==> src/rtl/ahb_apb_bridge.sv <==
// AHB-Lite slave that bridges single AHB transfers onto an APB3 bus with NUM_PSLV peripherals.
// Illegal peripheral index, illegal size or PSLVERR produce a two-cycle AHB ERROR response.
module ahb_apb_bridge #(
    parameter int unsigned NUM_PSLV = 4,
    parameter int unsigned PADDR_W  = 12,
    parameter int unsigned IDX_W    = 4
) (
    input  logic                HCLK,
    input  logic                HRESET,
    input  logic                HSEL,
    input  logic [31:0]         HADDR,
    input  logic [1:0]          HTRANS,
    input  logic                HWRITE,
    input  logic [2:0]          HSIZE,
    input  logic [31:0]         HWDATA,
    input  logic                HREADY,
    output logic                HREADYOUT,
    output logic [1:0]          HRESP,
    output logic [31:0]         HRDATA,
    output logic [PADDR_W-1:0]  PADDR,
    output logic [NUM_PSLV-1:0] PSEL,
    output logic                PENABLE,
    output logic                PWRITE,
    output logic [31:0]         PWDATA,
    input  logic [31:0]         PRDATA,
    input  logic                PREADY,
    input  logic                PSLVERR
);

    typedef enum logic [2:0] {
        S_IDLE,
        S_LATCH,
        S_SETUP,
        S_ACCESS,
        S_DONE,
        S_ERR1,
        S_ERR2
    } state_t;

    localparam logic [IDX_W:0] NUM_PSLV_L = (IDX_W + 1)'(NUM_PSLV);

    state_t           state;
    state_t           state_nxt;
    logic [IDX_W-1:0] idx_q;
    logic [IDX_W-1:0] haddr_idx;
    logic             accept;
    logic             legal;
    logic             unused_haddr;

    assign haddr_idx    = HADDR[PADDR_W+IDX_W-1:PADDR_W];
    assign unused_haddr = &{1'b0, HADDR[31:PADDR_W+IDX_W], HTRANS[0]};

    always_comb begin
        accept = (state inside {S_IDLE, S_DONE, S_ERR2}) & HSEL & HTRANS[1] & HREADY;
        legal  = ({1'b0, haddr_idx} < NUM_PSLV_L) && (HSIZE <= 3'd2);
    end

    always_ff @(posedge HCLK) begin
        if (HRESET) begin
            state <= S_IDLE;
        end else begin
            state <= state_nxt;
        end
    end

    always_comb begin
        state_nxt = state;
        HREADYOUT = 1'b1;
        HRESP     = 2'b00;
        PENABLE   = 1'b0;
        case (state)
            S_IDLE, S_DONE, S_ERR2: begin
                if (state == S_ERR2) begin
                    HRESP = 2'b01;
                end
                if (accept) begin
                    state_nxt = legal ? S_LATCH : S_ERR1;
                end else begin
                    state_nxt = S_IDLE;
                end
            end
            S_LATCH: begin
                HREADYOUT = 1'b0;
                state_nxt = S_SETUP;
            end
            S_SETUP: begin
                HREADYOUT = 1'b0;
                state_nxt = S_ACCESS;
            end
            S_ACCESS: begin
                HREADYOUT = 1'b0;
                PENABLE   = 1'b1;
                if (PREADY) begin
                    state_nxt = PSLVERR ? S_ERR1 : S_DONE;
                end
            end
            S_ERR1: begin
                HREADYOUT = 1'b0;
                HRESP     = 2'b01;
                state_nxt = S_ERR2;
            end
            default: begin
                state_nxt = S_IDLE;
            end
        endcase
    end

    // PSEL is decoded from the registered index, so it is one-hot or zero by construction
    always_comb begin
        PSEL = '0;
        if (state == S_SETUP || state == S_ACCESS) begin
            for (int unsigned i = 0; i < NUM_PSLV; i++) begin
                PSEL[i] = (idx_q == IDX_W'(i));
            end
        end
    end

    always_ff @(posedge HCLK) begin
        if (HRESET) begin
            PADDR  <= '0;
            PWRITE <= 1'b0;
            idx_q  <= '0;
            PWDATA <= '0;
            HRDATA <= '0;
        end else begin
            if (accept) begin
                PADDR  <= HADDR[PADDR_W-1:0];
                PWRITE <= HWRITE;
                idx_q  <= haddr_idx;
            end
            if (state == S_LATCH && PWRITE) begin
                PWDATA <= HWDATA;
            end
            if (state == S_ACCESS && PREADY && !PSLVERR && !PWRITE) begin
                HRDATA <= PRDATA;
            end
        end
    end

endmodule

==> config.mk <==
export PLATFORM = sky130hd
export DESIGN_NAME = ahb_apb_bridge
export DESIGN_NICKNAME = d
export VERILOG_FILES = /design/src/rtl/ahb_apb_bridge.sv
export SDC_FILE = /design/constraint.sdc
export NUM_CORES = 1
export LEC_CHECK = 0
export ABC_AREA = 1
export CAP_MARGIN = 40
export CORE_AREA = 4 4 100 102
export DETAILED_ROUTE_END_ITERATION = 10
export DIE_AREA = 0 0 104 106
export PLACE_DENSITY = 0.89
export SYNTH_ARGS = -nofsm -noshare
export SYNTH_HDL_FRONTEND = slang
export SYNTH_SLANG_ARGS = --single-unit
export TNS_END_PERCENT = 10
==> constraint.sdc <==
create_clock -name HCLK -period 4.4 [get_ports HCLK]
set_clock_uncertainty 0.2 [all_clocks]
set_input_delay 0.88 -clock HCLK [delete_from_list [all_inputs] [get_ports HCLK]]
set_output_delay 0.88 -clock HCLK [all_outputs]
set_load 0.01 [all_outputs]
==> out/qor.yml <==
status: "finished, final reports clean"
ys_types: 19
netlist_area_sq_mm: 0.00343
ys_warn_count: 0
post-route-drc-count: 0
io_pins: 193
hold_buffers: 0
r2r_end: "PWDATA[30]"
min_period_over_period: 0.693
place_inst: 765
critPathMaxStageDelay_ns: 0.57
clock-sinks: 84
post-route-min-period_ns: 3.05
die_x_um: 104
syn_to_final_growth_pct: 58.6
critPathArrivalTime_ns: 1.97
grt_max_degree: 55
path_max_fanout: 3
instances_no_fill: 781
drt_first_pass_iters: 4
cts_made_buffers: 9
placement.cell_area_sq_mm: 0.00523
clk_pin_slew_ns: 0.09
grt_antenna_before_repair: 0
tns_ns: 0
setup_viol: 0
r2r_slack_ns: 2.13
drv_cap: 0
fmax_mhz: 328
htree_levels: 3
ys_ff_latch: 84
path_buf_inv: 1
wire_per_inst_um: 12.4
path_class: "reg -> out"
synth-seq-area-share: 0.491
die-area_sq_mm: 0.0110
grt_pass1_wl_um: 15700
end_kind: "output port"
synth_top_area_share: 0.491
rsz0062_at_grt: "no"
r2r-start: "state[0]"
use_met3: 0.0607
clock_path_buffers: 2
synth.avg_cell_area_sq_um: 6.80
root_buffer: "clkbuf_8"
fillers: 794
grt.busiest_layer: "met2"
final_area_sq_mm: 0.00543
hold_viol: 0
drive_above_1_share: 0.0448
die_h_um: 106
pre_cts_ws_ns: 1.56
critPathTopFamily: "simple AND/OR/NAND/NOR gates"
drt_iter0_markers: 139
synth_nets: 612
cp_num_cells: 4
clock_latency_ns: 0.33
post-cts-setup-buffers: 0
crit_top_cell: "or2_2"
cp-endpoint: "PSEL[0]"
worst_slack_ns: 1.35
row_count: 35
worstSetupStartpoint: "idx_q[3]"
pwr_density_cell_mw_per_mm2: 287
worst_slew_pin_slew_ns: 0.802
crit_required_ns: 3.32
vdd_drop_max_mv: 0.184
hold_path_class: "reg -> reg"
start_util: 0.376
slew_violations: 0
yosysTopAreaCell: "dfxtp_1"
cts_tree: "built"
leakage_uw: 0.00225
hpwl_um: 7360
routed_wl_um: 9680
antennaDiodeCount: 0
ctsResizeCount: 0
grt.overflow.total: 0
grt_usage: 0.171
crit_slowest_cell: "clkdlybuf4s50_1"
relSlewSlack: 0.466
grt_use_met2: 0.305
vias: 3533
place.gp.congestion: 0.754
nNetsFinal: 773
grt_pass1_vias: 3338
ant_nets: 0
worstSetupStartpointType: "flop"
reg2regPathDepth: 7
portBuffers: 174
grt.met1_usage: 0.195
ys_top_cells_by_area: "dfxtp_1, nor2_1, nand2_1"
syn_inst: 504
viasPerCell: 4.52
core-area_sq_mm: 0.00911
crit_chain: "or2_2, or2_2, nor3_1, clkdlybuf4s50_1"
cells in the mapped netlist:
library cell and n:
nor2_1 169, dfxtp_1 84, nand2_1 76, inv_1 57, nand3_1 38, o21ai_0 34, clkbuf_1 10, buf_4 7
buf_2 6, buf_1 5, a21oi_1 3, inv_2 3, nor2_4 3, nor3_1 2, nor4_1 2, or2_2 2
conb_1 1, nand2_2 1, nor3b_1 1
metal layers:
layer,share of wire,vias to the layer above
met2,0.50,125
met3,0.085,9
met1,0.40,1562
met4,0.0096,0
li1,-,1837
met5,0,-
layout by cell type (no fill, tap or decap), types with 3 or more instances in the layout:
master and instances:
a21oi_1 3, clkdlybuf4s50_1 174, nand3_1 38, inv_2 4
dfxtp_1 84, nand2_1 76, clkbuf_8 10, nor2_1 169
nor2_4 3, inv_1 56, o21ai_0 34
state kept, by name, indices dropped and copies added (netlist names):
name / cells
PADDR: 12
HRDATA: 32
state: 3
PWDATA: 32
idx_q: 4
PWRITE: 1
worst min-delay path by stage:
stage | to | slack [ns] | depth (start not counted) | from
finish | idx_q[3] | 0.29 | 2 | idx_q[3]
global route | HRDATA[7] | 0.31 | 2 | HRDATA[7]
CTS | idx_q[3] | 0.29 | 2 | idx_q[3]
detailed placement | idx_q[3] | 0.27 | 2 | idx_q[3]
global placement | idx_q[2] | 0.26 | 2 | idx_q[2]
floorplan | idx_q[2] | 0.25 | 2 | idx_q[2]
logic make-up after synthesis:
logic type	after synthesis	share of synthesized area
and+or+nand+nor	294	0.348
DFF	84	0.491
buffers and inverters	88	0.106
other	1	0.00109
AOI/OAI and AO/OA	37	0.0540
area by class of cell:
cell class                      instances  area [sq um]  area share
Timing Repair Buffer                  178          1800       0.331
Sequential cell                        84          1680       0.309
Multi-Input combinational cell        332          1380       0.254
Inverter                               60           225      0.0414
Tap cell                              111           139      0.0256
Clock buffer                           10           138      0.0253
Clock inverter                          6          70.1      0.0129
through the flow:
stage               utilization  hold slack, ns  total power [uW]
floorplan                     -           0.246               884
global placement          0.569           0.260               999
detailed placement        0.574           0.274              1010
CTS                       0.597           0.290              1580
global route              0.597           0.311              1630
finish                    0.597           0.286              1560
power breakdown:
part | switching (uW) | internal [uW] | total, uW
logic | 84.1 | 122 | 206
clock network | 287 | 283 | 570
registers | 9.36 | 775 | 784
total | 381 | 1180 | 1560
worst reg2reg max path, stage by stage (launching register included):
cell and delay (ns):
dfxtp_1 0.36, inv_1 0.11, nor2_1 0.19, nand3_1 0.41
buf_8 0.32, inv_2 0.41, nor2_1 0.11, nor2_1 0.12
(Power assumes the default switching activity.)
